### src/rtl/mc_cu_if.sv
// mc_cu_if: memory-port handshake between the multicycle control unit and the shared I/D memory
//   mem_req   request an access this cycle
//   mem_write access is a write
//   iord      0 = address from PC, 1 = address from ALUOut
//   mem_ready memory completes the access this cycle
interface mc_cu_if;
   logic mem_req;
   logic mem_write;
   logic iord;
   logic mem_ready;
   modport master (output mem_req, mem_write, iord, input mem_ready);
   modport slave (input mem_req, mem_write, iord, output mem_ready);
endinterface

### src/rtl/mc_cu.sv
// mc_cu: multicycle MIPS control unit sequencing fetch/decode/execute/memory/write-back
//   clk, rst_n       clock, asynchronous active-low reset
//   op, zero         opcode from IR, ALU zero flag
//   mif (master)     memory request/write/iord out, mem_ready in
//   ir_write..reg_write  datapath controls, combinational from state/op/zero/mem_ready
//   state, retired   current state, completed-instruction count (registered)
//   illegal          unsupported opcode trapped (registered)
// Build option: define MC_CU_ILLEGAL_TRAP_EN to trap unsupported opcodes in HALT;
// otherwise they retire as NOPs.
module mc_cu #(
   parameter int CNT_W = 32
) (
   input  logic             clk,
   input  logic             rst_n,
   input  logic [5:0]       op,
   input  logic             zero,
   mc_cu_if.master          mif,
   output logic             ir_write,
   output logic             pc_en,
   output logic [1:0]       pc_src,
   output logic             alu_src_a,
   output logic [1:0]       alu_src_b,
   output logic [1:0]       alu_op,
   output logic             reg_dst,
   output logic             mem_to_reg,
   output logic             reg_write,
   output logic [3:0]       state,
   output logic [CNT_W-1:0] retired,
   output logic             illegal
);
   typedef enum logic [3:0] {
      FETCH = 4'd0, DECODE = 4'd1, MEMADR = 4'd2, MEMRD = 4'd3, MEMWB = 4'd4,
      MEMWR = 4'd5, EXEC = 4'd6, ALUWB = 4'd7, BRANCH = 4'd8, ADDIEX = 4'd9,
      ADDIWB = 4'd10, JUMP = 4'd11, HALT = 4'd12
   } st_t;
   st_t st, nx;
   logic mreq, mwr, io, pc_write, branch;
`ifdef MC_CU_ILLEGAL_TRAP_EN
   localparam st_t UNSUP = HALT;
`else
   localparam st_t UNSUP = FETCH;
   assign illegal = 1'b0;
`endif
   always_comb begin
      nx = st;
      case (st)
         FETCH:  nx = mif.mem_ready ? DECODE : FETCH;
         DECODE: nx = op == 6'h00 ? EXEC :
                      (op == 6'h23 || op == 6'h2b) ? MEMADR :
                      op == 6'h04 ? BRANCH :
                      op == 6'h08 ? ADDIEX :
                      op == 6'h02 ? JUMP : UNSUP;
         MEMADR: nx = op == 6'h2b ? MEMWR : MEMRD;
         MEMRD:  nx = mif.mem_ready ? MEMWB : MEMRD;
         MEMWR:  nx = mif.mem_ready ? FETCH : MEMWR;
         EXEC:   nx = ALUWB;
         ADDIEX: nx = ADDIWB;
         MEMWB, ALUWB, BRANCH, ADDIWB, JUMP: nx = FETCH;
         default: nx = st;
      endcase
   end
   // Reset decodes as HALT, whose outputs are all zero, so every control is forced low
   always_comb begin
      mreq = 1'b0;
      mwr = 1'b0;
      io = 1'b0;
      ir_write = 1'b0;
      pc_write = 1'b0;
      branch = 1'b0;
      pc_src = 2'b00;
      alu_src_a = 1'b0;
      alu_src_b = 2'b00;
      alu_op = 2'b00;
      reg_dst = 1'b0;
      mem_to_reg = 1'b0;
      reg_write = 1'b0;
      case (rst_n ? st : HALT)
         FETCH: begin
            mreq = 1'b1;
            alu_src_b = 2'b01;
            ir_write = mif.mem_ready;
            pc_write = mif.mem_ready;
         end
         DECODE: alu_src_b = 2'b11;
         MEMADR, ADDIEX: begin
            alu_src_a = 1'b1;
            alu_src_b = 2'b10;
         end
         MEMRD: begin
            mreq = 1'b1;
            io = 1'b1;
         end
         MEMWB: begin
            mem_to_reg = 1'b1;
            reg_write = 1'b1;
         end
         MEMWR: begin
            mreq = 1'b1;
            mwr = 1'b1;
            io = 1'b1;
         end
         EXEC: begin
            alu_src_a = 1'b1;
            alu_op = 2'b10;
         end
         ALUWB: begin
            reg_dst = 1'b1;
            reg_write = 1'b1;
         end
         BRANCH: begin
            alu_src_a = 1'b1;
            alu_op = 2'b01;
            pc_src = 2'b01;
            branch = 1'b1;
         end
         ADDIWB: reg_write = 1'b1;
         JUMP: begin
            pc_src = 2'b10;
            pc_write = 1'b1;
         end
         default: ;
      endcase
   end
   assign pc_en = pc_write | (branch & zero);
   assign mif.mem_req = mreq;
   assign mif.mem_write = mwr;
   assign mif.iord = io;
   assign state = st;
   // Only completion states (and DECODE for a NOP) ever move into FETCH from elsewhere
   always_ff @(posedge clk or negedge rst_n) begin
      if (!rst_n) begin
         st <= FETCH;
         retired <= '0;
`ifdef MC_CU_ILLEGAL_TRAP_EN
         illegal <= 1'b0;
`endif
      end else begin
         st <= nx;
         if (nx == FETCH && st != FETCH) retired <= retired + CNT_W'(1);
`ifdef MC_CU_ILLEGAL_TRAP_EN
         illegal <= nx == HALT;
`endif
      end
   end
endmodule

### src/flat_wrapper.sv
// flat-port wrapper written by rule: the top's interface ports become plain ports
module mc_cu_flat 
#(
   parameter int CNT_W = 32
)
  (clk, rst_n, op, zero, ir_write, pc_en, pc_src, alu_src_a, alu_src_b, alu_op, reg_dst, mem_to_reg, reg_write, state, retired, illegal, mif_mem_req, mif_mem_write, mif_iord, mif_mem_ready);
  mc_cu_if mif_i ();
  input  logic clk;
  input  logic rst_n;
  input  logic [5:0] op;
  input  logic zero;
  output logic ir_write;
  output logic pc_en;
  output logic [1:0] pc_src;
  output logic alu_src_a;
  output logic [1:0] alu_src_b;
  output logic [1:0] alu_op;
  output logic reg_dst;
  output logic mem_to_reg;
  output logic reg_write;
  output logic [3:0] state;
  output logic [CNT_W-1:0] retired;
  output logic illegal;
  output wire logic [$bits(mif_i.mem_req)-1:0] mif_mem_req;
  output wire logic [$bits(mif_i.mem_write)-1:0] mif_mem_write;
  output wire logic [$bits(mif_i.iord)-1:0] mif_iord;
  input wire logic [$bits(mif_i.mem_ready)-1:0] mif_mem_ready;
  assign mif_mem_req = mif_i.mem_req;
  assign mif_mem_write = mif_i.mem_write;
  assign mif_iord = mif_i.iord;
  assign mif_i.mem_ready = mif_mem_ready;
  mc_cu #(.CNT_W(CNT_W)) u_core (.clk(clk), .rst_n(rst_n), .op(op), .zero(zero), .mif(mif_i), .ir_write(ir_write), .pc_en(pc_en), .pc_src(pc_src), .alu_src_a(alu_src_a), .alu_src_b(alu_src_b), .alu_op(alu_op), .reg_dst(reg_dst), .mem_to_reg(mem_to_reg), .reg_write(reg_write), .state(state), .retired(retired), .illegal(illegal));
endmodule
### config.mk
export PLATFORM = sky130hd
export DESIGN_NAME = mc_cu_flat
export DESIGN_NICKNAME = d
export VERILOG_FILES = /design/src/rtl/mc_cu_if.sv /design/src/rtl/mc_cu.sv /design/src/flat_wrapper.sv
export SDC_FILE = /design/constraint.sdc
export NUM_CORES = 1
export LEC_CHECK = 0
export ABC_AREA = 1
export ABC_CLOCK_PERIOD_IN_PS = 5100
export CORE_MARGIN = 2
export CORE_UTILIZATION = 40
export CTS_CLUSTER_SIZE = 16
export DETAILED_ROUTE_END_ITERATION = 6
export GPL_TIMING_DRIVEN = 0
export PLACE_DENSITY = 0.64
export SLEW_MARGIN = 40
export SYNTH_ARGS = -nofsm -noshare
export SYNTH_HDL_FRONTEND = slang
export SYNTH_SLANG_ARGS = --single-unit
### constraint.sdc
create_clock -name clk -period 5.1 [get_ports clk]
set_input_delay 0.765 -clock clk [delete_from_list [all_inputs] [get_ports clk]]
set_output_delay 0.765 -clock clk [all_outputs]
set_load 0.02 [all_outputs]
==> flow_summary.json, run 1 <==
{
  "holdCritPathClass": "primary input to asynchronous set/reset pin",
  "worstReg2RegStart": "u_core.state[1]",
  "h-tree-depth": 2,
  "rsz0062_at_grt": "no",
  "critical_path.cell_chain": "buf_4 -> inv_1 -> nor2_1 -> inv_1 -> nor2_1 -> inv_1 -> o32ai_1 -> o21bai_1 -> clkdlybuf4s50_1",
  "synth.most_common_cell": "nand2_1",
  "synthFlopType": "dfrtp_1",
  "num-fill-cells": 682,
  "vias_per_cell": 5.19,
  "critical-path-top-delay-family": "buffers and inverters",
  "grt_pass1_wl_mm": 12.9,
  "yosysWarnings": 0,
  "synth_cell_types": 28,
  "grt_max_degree": 40,
  "num_rows": 30,
  "ant_nets": 0,
  "crit_path_start_kind": "primary input",
  "worstPathArrival_ps": 2720,
  "core_um2": 6720,
  "clkTransAtPathRegs_ps": 80,
  "synth_cells": 430,
  "slew_headroom_pct": 62.0,
  "worstMarginPinSlew_ps": 566,
  "overflow": 0,
  "drive_gt1_share_pct": 8.45,
  "period_minus_slack_ps": 3480,
  "criticalPathCategory": "primary input to primary output",
  "fin_ws_ps": 1620,
  "slowest_stage": "clkdlybuf4s50_1",
  "power_density_nw_per_um2": 149,
  "max-vdd-ir-drop_uv": 95.6,
  "path_common_cell": "inv_1",
  "drt_iter0_drc": 225,
  "fin_crit_sh_pct": 68.3,
  "vias": 2993,
  "grt_usage_pct": 21.1,
  "synth_commonest_cells": "nand2_1, nor2_1, inv_1",
  "dr.max_layer_used": "met4",
  "hpwl_mm": 5.92,
  "cts_inserted_buffers": 5,
  "multi_input_area_um2": 1500,
  "reg2reg_slack_ps": 3100,
  "areaGrowthSynthToFinish_pct": 28.8,
  "root_buffer": "clkbuf_8",
  "avgSynthCellArea_um2": 6.42,
  "syn_nets": 441,
  "dp_worst_setup_slack_ps": 1590,
  "drv_cap": 0,
  "start_util_pct": 41.1,
  "nNetsFinal": 508,
  "cp_max_fo": 39,
  "cts.sinks": 36,
  "tritoncts": "done",
  "regArea_um2": 901,
  "ioPinCount": 62,
  "required_ps": 4340,
  "setup_viol_count_final": 0,
  "ctsHoldBuffers": 0,
  "slew_violations": 0,
  "dieArea_um2": 7580,
  "die_w_um": 87.1,
  "finalWeightedCongestion": 0.910,
  "antenna_cells": 0,
  "wl_met2_mm": 3.53,
  "fin_skew_ps": 6.36,
  "synth.area.top_cells": "dfrtp_1, nand2_1, nand4_1, nand3_1, nor2_1",
  "post_drt_wl_per_cell_um": 13.4,
  "status": "finished clean",
  "synth_edf_count": 0,
  "portBuffers": 60,
  "dieHeight_um": 87.1,
  "wl_mm": 7.74,
  "design_area_um2": 3550,
  "post_cts.repair.setup_buffers": 0,
  "yosysSeqAreaShare_pct": 32.7,
  "async_reset_ff_share_pct": 100,
  "postPlaceCellArea_um2": 3460,
  "max_stage_delay_ps": 630,
  "hold_viol": 0,
  "clock_path_buffers": 2,
  "worstSetupEndpointType": "primary output",
  "fmax_mhz": 287,
  "yosysTopAreaCell": "dfrtp_1",
  "clkLatencyLatePin_ps": 290,
  "reg2regPathDepth": 9,
  "grt_pass1_vias": 2810,
  "timing.rr.end": "u_core.retired[25]",
  "setup-tns-final_ps": 0,
  "ys_ff_latch": 36,
  "yosys.area.top_type_share_pct": 32.7,
  "synth_area_um2": 2760,
  "antenna_found_initial": 0,
  "drc": 0,
  "p_leak_nw": 1.69,
  "dr.pass1.iters": 5,
  "met3WireLength_um": 309,
  "drt-met1-wl_mm": 3.79,
  "cts_resized": 0,
  "cp.buffers_inverters": 5
}
## worst max path at each step
stage	startpoint	end	cells past startpoint
2_1_floorplan	rst_n	mif_mem_req	7
3_3_place_gp	rst_n	mif_mem_req	9
3_5_place_dp	rst_n	mif_mem_req	9
4_1_cts	rst_n	mif_mem_req	9
5_1_grt	rst_n	mif_mem_req	9
6_report	rst_n	mif_mem_req	9
## cell families after synthesis
group	synth area share, %
fa+ha+maj	0.453
other cells	0.136
xor+xnor	3.49
compound gates	1.77
flops	32.7
simple gates	48.6
buf+inv	12.9
## where the power goes
part,internal [mW],switching (mW)
registers,0.285,0
logic,0.00808,0.0123
clock network,0.120,0.104
## final cells by class
class	count	area share, %
buffer	15	3.35
clock buffer	7	2.71
inverter	63	6.65
multi-input combinational	316	42.3
sequential	36	25.4
tap	80	2.82
timing repair buffer	60	16.8
## layer usage
layer | vias to the layer above | global-route usage, %
met4 | 0 | 5.68
met1 | 1392 | 29.2
met2 | 77 | 34.2
met3 | 10 | 3.03
met5 | - | 0
li1 | 1514 | -
## placed cells by master (no fill, tap or decap)
| master | count |
|---|---|
| o21ai_0 | 1 |
| buf_4 | 6 |
| nor3_1 | 11 |
| o21bai_1 | 1 |
| conb_1 | 1 |
| nor2_4 | 2 |
| buf_6 | 5 |
| dfrtp_1 | 36 |
| a22oi_1 | 1 |
| o21ai_1 | 1 |
| clkdlybuf4s50_1 | 59 |
| a211o_1 | 1 |
| nand4_1 | 37 |
| nand2_1 | 132 |
| inv_2 | 9 |
| clkbuf_8 | 7 |
| nand2_2 | 3 |
| nand3_2 | 2 |
| xor2_1 | 5 |
| nand3b_1 | 4 |
| o32ai_1 | 1 |
| o22ai_1 | 1 |
| ha_1 | 1 |
| nor2_1 | 58 |
| xnor2_1 | 6 |
| buf_2 | 5 |
| nand3_1 | 44 |
| inv_1 | 54 |
| nand3_4 | 1 |
| nor2_2 | 2 |
## sequential cells by signal, indices dropped and copies added (netlist names)
register	flops
u_core.retired	32
u_core.state	4
## through the flow
stage                     hold WS, ps  power [mW]  instances  util (%)
final                             436       0.530        577      52.9
after global placement            505       0.312        570      51.5
after CTS                         453       0.536        577      52.9
after detailed placement          512       0.312        570      51.5
after global routing              474       0.548        577      52.9
after floorplan                   469       0.297        430         -
## worst reg2reg max path: cells and delay by family, from the launching register on
kind          cells  cell delay, ps
simple gates      9            1360
flops             1             540
Power figures use the tool's default switching activity.
==> run 2, diff against run 1 <==
Settings changed: ABC_CLOCK_PERIOD_IN_PS 5100 to 2800, PLACE_DENSITY 0.64 to 0.66.
Clock period 5.1 ns to 2.8 ns, I/O delays scaled along.
==> flow_summary.json, run 2 (synthesized netlist as in run 1, its figures left out) <==
{
  "ioPinCount": 62,
  "critical-path-top-delay-family": "buffers and inverters",
  "final_cell_mix": "nand2_1, nor2_1, clkdlybuf4s50_1, inv_1, nand3_1",
  "vias_per_cell": 5.11,
  "dr.pass1.iters": 4,
  "hpwl_mm": 5.92,
  "setup-tns-final_ps": 0,
  "grt_pass1_vias": 2733,
  "holdCritPathClass": "primary input to asynchronous set/reset pin",
  "use_met1_pct": 28.6,
  "clkLatencyLatePin_ps": 290,
  "drt_iter0_drc": 143,
  "finalWeightedCongestion": 0.953,
  "largest-register": "u_core.retired",
  "met3_usage_pct": 2.75,
  "portBuffers": 60,
  "final_common_cell": "nand2_1",
  "hold-worst-slack_ps": -9.60,
  "overflow": 0,
  "power_density_nw_per_um2": 265,
  "critical_path.cell_chain": "nor2_1 -> nand2_2 -> inv_2 -> nand2_1 -> nor2_1 -> a211o_1 -> clkdlybuf4s50_1",
  "slew_violations": 0,
  "drv_cap": 0,
  "dp_worst_setup_slack_ps": -75.2,
  "path_common_cell": "nor2_1",
  "clock_path_buffers": 2,
  "ant_nets": 0,
  "setup_viol_count_final": 0,
  "fin_crit_sh_pct": 91.7,
  "status": "finished with violations",
  "start_util_pct": 41.1,
  "max-vdd-ir-drop_uv": 143,
  "crit_path_start_kind": "register",
  "grt_pass1_wl_mm": 12.7,
  "cts_inserted_buffers": 5,
  "ctsHoldBuffers": 0,
  "wl_mm": 7.66,
  "criticalPathCategory": "register to primary output",
  "p_leak_nw": 1.69,
  "cp.buffers_inverters": 2,
  "nNetsFinal": 508,
  "antenna_cells": 0,
  "gr-max-usage-layer": "met2",
  "required_ps": 2380,
  "rsz0062_at_grt": "no",
  "h-tree-depth": 2,
  "worstPathArrival_ps": 2150,
  "worstSetupEndpointType": "primary output",
  "fin_skew_ps": 2.92,
  "fin_ws_ps": 234,
  "grt_usage_pct": 20.8,
  "antenna_found_initial": 0,
  "num_rows": 30,
  "grt_use_met2_pct": 33.9,
  "clkTransAtPathRegs_ps": 70,
  "post_drt_wl_per_cell_um": 13.3,
  "drc": 0,
  "slowest_stage": "clkdlybuf4s50_1",
  "dp.cells": 570,
  "cp_max_fo": 7,
  "fmax_mhz": 390,
  "dieArea_um2": 7580,
  "cts.sinks": 36,
  "vias": 2953,
  "die_w_um": 87.1,
  "slew_headroom_pct": 61.3,
  "worstMarginPinSlew_ps": 576,
  "violations": "hold timing",
  "drive_gt1_share_pct": 8.23,
  "final_cells": 578,
  "largest_reg_flops": 32,
  "grt_max_degree": 40,
  "hold_viol": 9,
  "period_minus_slack_ps": 2570,
  "max_stage_delay_ps": 590,
  "core_um2": 6720,
  "areaGrowthSynthToFinish_pct": 28.8,
  "tritoncts": "done",
  "dieHeight_um": 87.1,
  "root_buffer": "clkbuf_8"
}
==> run 2: cell count changes in the layout (fill, tap and decap cells not counted) <==
cell             delta
dlygate4sd2_1       +1
buf_8               +1
buf_4               -1
clkbuf_8            -1
clkbuf_1            +2
clkdlybuf4s50_1     -1
==> run 2: power breakdown <==
part | total (mW) | switching [mW] | internal (mW)
Sequential | 0.520 | 0 | 0.520
Combinational | 0.0384 | 0.0226 | 0.0158
Clock | 0.385 | 0.184 | 0.201
Total | 0.943 | 0.207 | 0.736
==> run 2: repair_timing <==
| action | 4_1_cts | 5_1_grt |
|---|---|---|
| resized for setup | 2 | 2 |
| setup endpoints to repair | 2 | 1 |
| hold endpoints to repair | 0 | 0 |
| setup buffers | 0 | 0 |
==> run 2: metal layers <==
layer  part of all wire (%)  routed length, um  vias to the layer above
li1                       -                  -                     1508
met1                     48               3670                     1356
met2                     47               3570                       80
met3                    3.8                294                        9
met4                    1.5                116                        0
met5                      0                  0                        -
==> run 2: worst paths after layout <==
path,startpoint,endpoint,slack (ps),cells after the start
worst max-delay path,u_core.state[2],pc_en,230,7
worst min-delay path,rst_n,u_core.retired[15],-10,1
worst max register to register,u_core.state[3],u_core.retired[25],780,9
worst min register to register,u_core.retired[27],u_core.retired[27],530,2
max in group asynchronous,rst_n,u_core.retired[10],2550,1
min in group clk,u_core.retired[27],u_core.retired[27],530,2
==> run 2: cell type report <==
cell class | instances | area, um^2
fillers | 667 | 3170
multi-input cells | 316 | 1500
flip-flops and latches | 36 | 901
repair buffers | 60 | 604
inverters | 63 | 236
plain buffers | 15 | 119
well taps | 80 | 100
clock buffers | 8 | 90.1
==> run 2: stage by stage <==
step | cell area, um^2 | total power [mW] | utilization, %
CTS | 3550 | 0.954 | 52.8
global route | 3550 | 0.979 | 52.9
detailed placement | 3460 | 0.568 | 51.5
floorplan | 2760 | 0.540 | -
finish | 3550 | 0.943 | 52.9
global placement | 3460 | 0.568 | 51.5
==> run 3, diff against run 2 <==
Settings changed: ABC_CLOCK_PERIOD_IN_PS 2800 to 3060, CELL_PAD_IN_SITES_DETAIL_PLACEMENT set to 0, CELL_PAD_IN_SITES_GLOBAL_PLACEMENT set to 1, CORE_UTILIZATION 40 to 38, PLACE_DENSITY 0.66 to 0.84.
Clock period 2.8 ns to 3.06 ns, I/O delays scaled along.
==> flow_summary.json, run 3 (synthesized netlist as in run 1, its figures left out) <==
{
  "status": "finished clean",
  "slew_violations": 0,
  "die_w_um": 89.2,
  "dieArea_um2": 7960,
  "fin_util_pct": 49.9,
  "vias": 2990,
  "power_density_nw_per_um2": 236,
  "criticalPathCategory": "register to primary output",
  "post_drt_wl_per_cell_um": 13.1,
  "nNetsFinal": 508,
  "cp_max_fo": 10,
  "rsz0062_at_grt": "no",
  "clkTransAtPathRegs_ps": 80,
  "grt_pass1_wl_mm": 13.2,
  "final_cell_mix": "nand2_1, clkdlybuf4s50_1, nor2_1, inv_1, nand3_1",
  "post_cts.repair.setup_buffers": 0,
  "cts.sinks": 36,
  "grt_pass1_vias": 2801,
  "fin_skew_ps": 15.3,
  "p_leak_nw": 1.68,
  "fin_crit_sh_pct": 91.7,
  "hold_viol": 0,
  "start_util_pct": 38.7,
  "fmax_mhz": 356,
  "num-fill-cells": 772,
  "wl_mm": 7.82,
  "setup_viol_count_final": 0,
  "core_um2": 7140,
  "antenna_cells": 0,
  "cts_inserted_buffers": 5,
  "drv_cap": 0,
  "grt_usage_pct": 21.2,
  "num_rows": 31,
  "dieHeight_um": 89.2,
  "hold-worst-slack_ps": 52.6,
  "required_ps": 2600,
  "portBuffers": 60,
  "antenna_found_initial": 0,
  "slew_headroom_pct": 60.9,
  "max_stage_delay_ps": 630,
  "critical_path.cell_chain": "nor2_1 -> nand2_2 -> buf_2 -> buf_2 -> o21bai_1 -> clkdlybuf4s50_1",
  "ctsHoldBuffers": 0,
  "areaGrowthSynthToFinish_pct": 29.1,
  "largest_reg_flops": 32,
  "postPlaceCellArea_um2": 3480,
  "vias_per_cell": 5.02,
  "grt_max_degree": 40,
  "clkLatencyLatePin_ps": 290,
  "clock_path_buffers": 2,
  "dr.pass1.iters": 5,
  "drive_gt1_share_pct": 8.25,
  "hpwl_mm": 6.13,
  "slowest_stage": "clkdlybuf4s50_1",
  "setup-tns-final_ps": 0,
  "final_common_cell": "nand2_1",
  "period_minus_slack_ps": 2810,
  "largest-register": "u_core.retired",
  "ioPinCount": 62,
  "crit_path_start_kind": "register",
  "worstSetupEndpointType": "primary output",
  "cts_resized": 0,
  "ant_nets": 0,
  "holdCritPathClass": "primary input to asynchronous set/reset pin",
  "drc": 0,
  "worstPathArrival_ps": 2350,
  "drt_iter0_drc": 147,
  "dp_worst_setup_slack_ps": 151,
  "fin_ws_ps": 253,
  "root_buffer": "clkbuf_8",
  "worstMarginPinSlew_ps": 582,
  "tritoncts": "done",
  "overflow": 0,
  "path_common_cell": "buf_2",
  "max-vdd-ir-drop_uv": 113,
  "multi_input_area_um2": 1500,
  "finalWeightedCongestion": 0.879,
  "design_area_um2": 3560,
  "regArea_um2": 901,
  "h-tree-depth": 2
}
[run 3: changes by cell type in the layout (fill, tap and decap cells not counted), sizes merged]
cell / delta
clkbuf: -2
dlygate4sd2: -1
clkdlybuf4s50: +1
clkinv: +1
[run 3: worst max-delay path: cells and delay by family (launching register included)]
kind,cells,cell delay (ps)
and+or+nand+nor,2,390
buffers and inverters,3,1090
DFF,1,450
AOI/OAI and AO/OA,1,140
[run 3: final cells by class]
cell class / instances / share of cell area [%]
inverter: 63 / 6.64
multi-input combinational: 316 / 42.2
tap: 99 / 3.48
sequential: 36 / 25.3
clock buffer: 6 / 2.04
buffer: 15 / 3.34
clock inverter: 1 / 0.140
timing repair buffer: 60 / 16.9
[run 3: layer usage]
metal  vias up  track usage (%)  part of all wire (%)
li1       1508                -                     -
met1      1375             26.0                    41
met2        85             36.0                    49
met3        22             4.71                   5.9
met4         0             8.55                   3.2
met5         -                0                     0
[run 3: worst paths after layout]
kind                                    start            endpoint  slack [ps]  depth (start not counted)
max                           u_core.state[2]         mif_mem_req         250                          6
min                                     rst_n  u_core.retired[15]          50                          1
max reg2reg                 u_core.retired[2]  u_core.retired[25]        1020                          9
min reg2reg                u_core.retired[20]  u_core.retired[20]         520                          2
max in group asynchronous               rst_n     u_core.state[2]        2700                          1
min in group clk           u_core.retired[20]  u_core.retired[20]         520                          2
[run 3: power by group]
group	switching (mW)	total (mW)	internal, mW
clock network	0.177	0.332	0.155
registers	0	0.475	0.475
logic	0.0207	0.0347	0.0139
[run 3: per-stage QoR]
step,instances,power [mW]
after CTS,596,0.850
after detailed placement,589,0.520
after floorplan,430,0.494
after global placement,589,0.520
final,596,0.842
after global routing,596,0.877
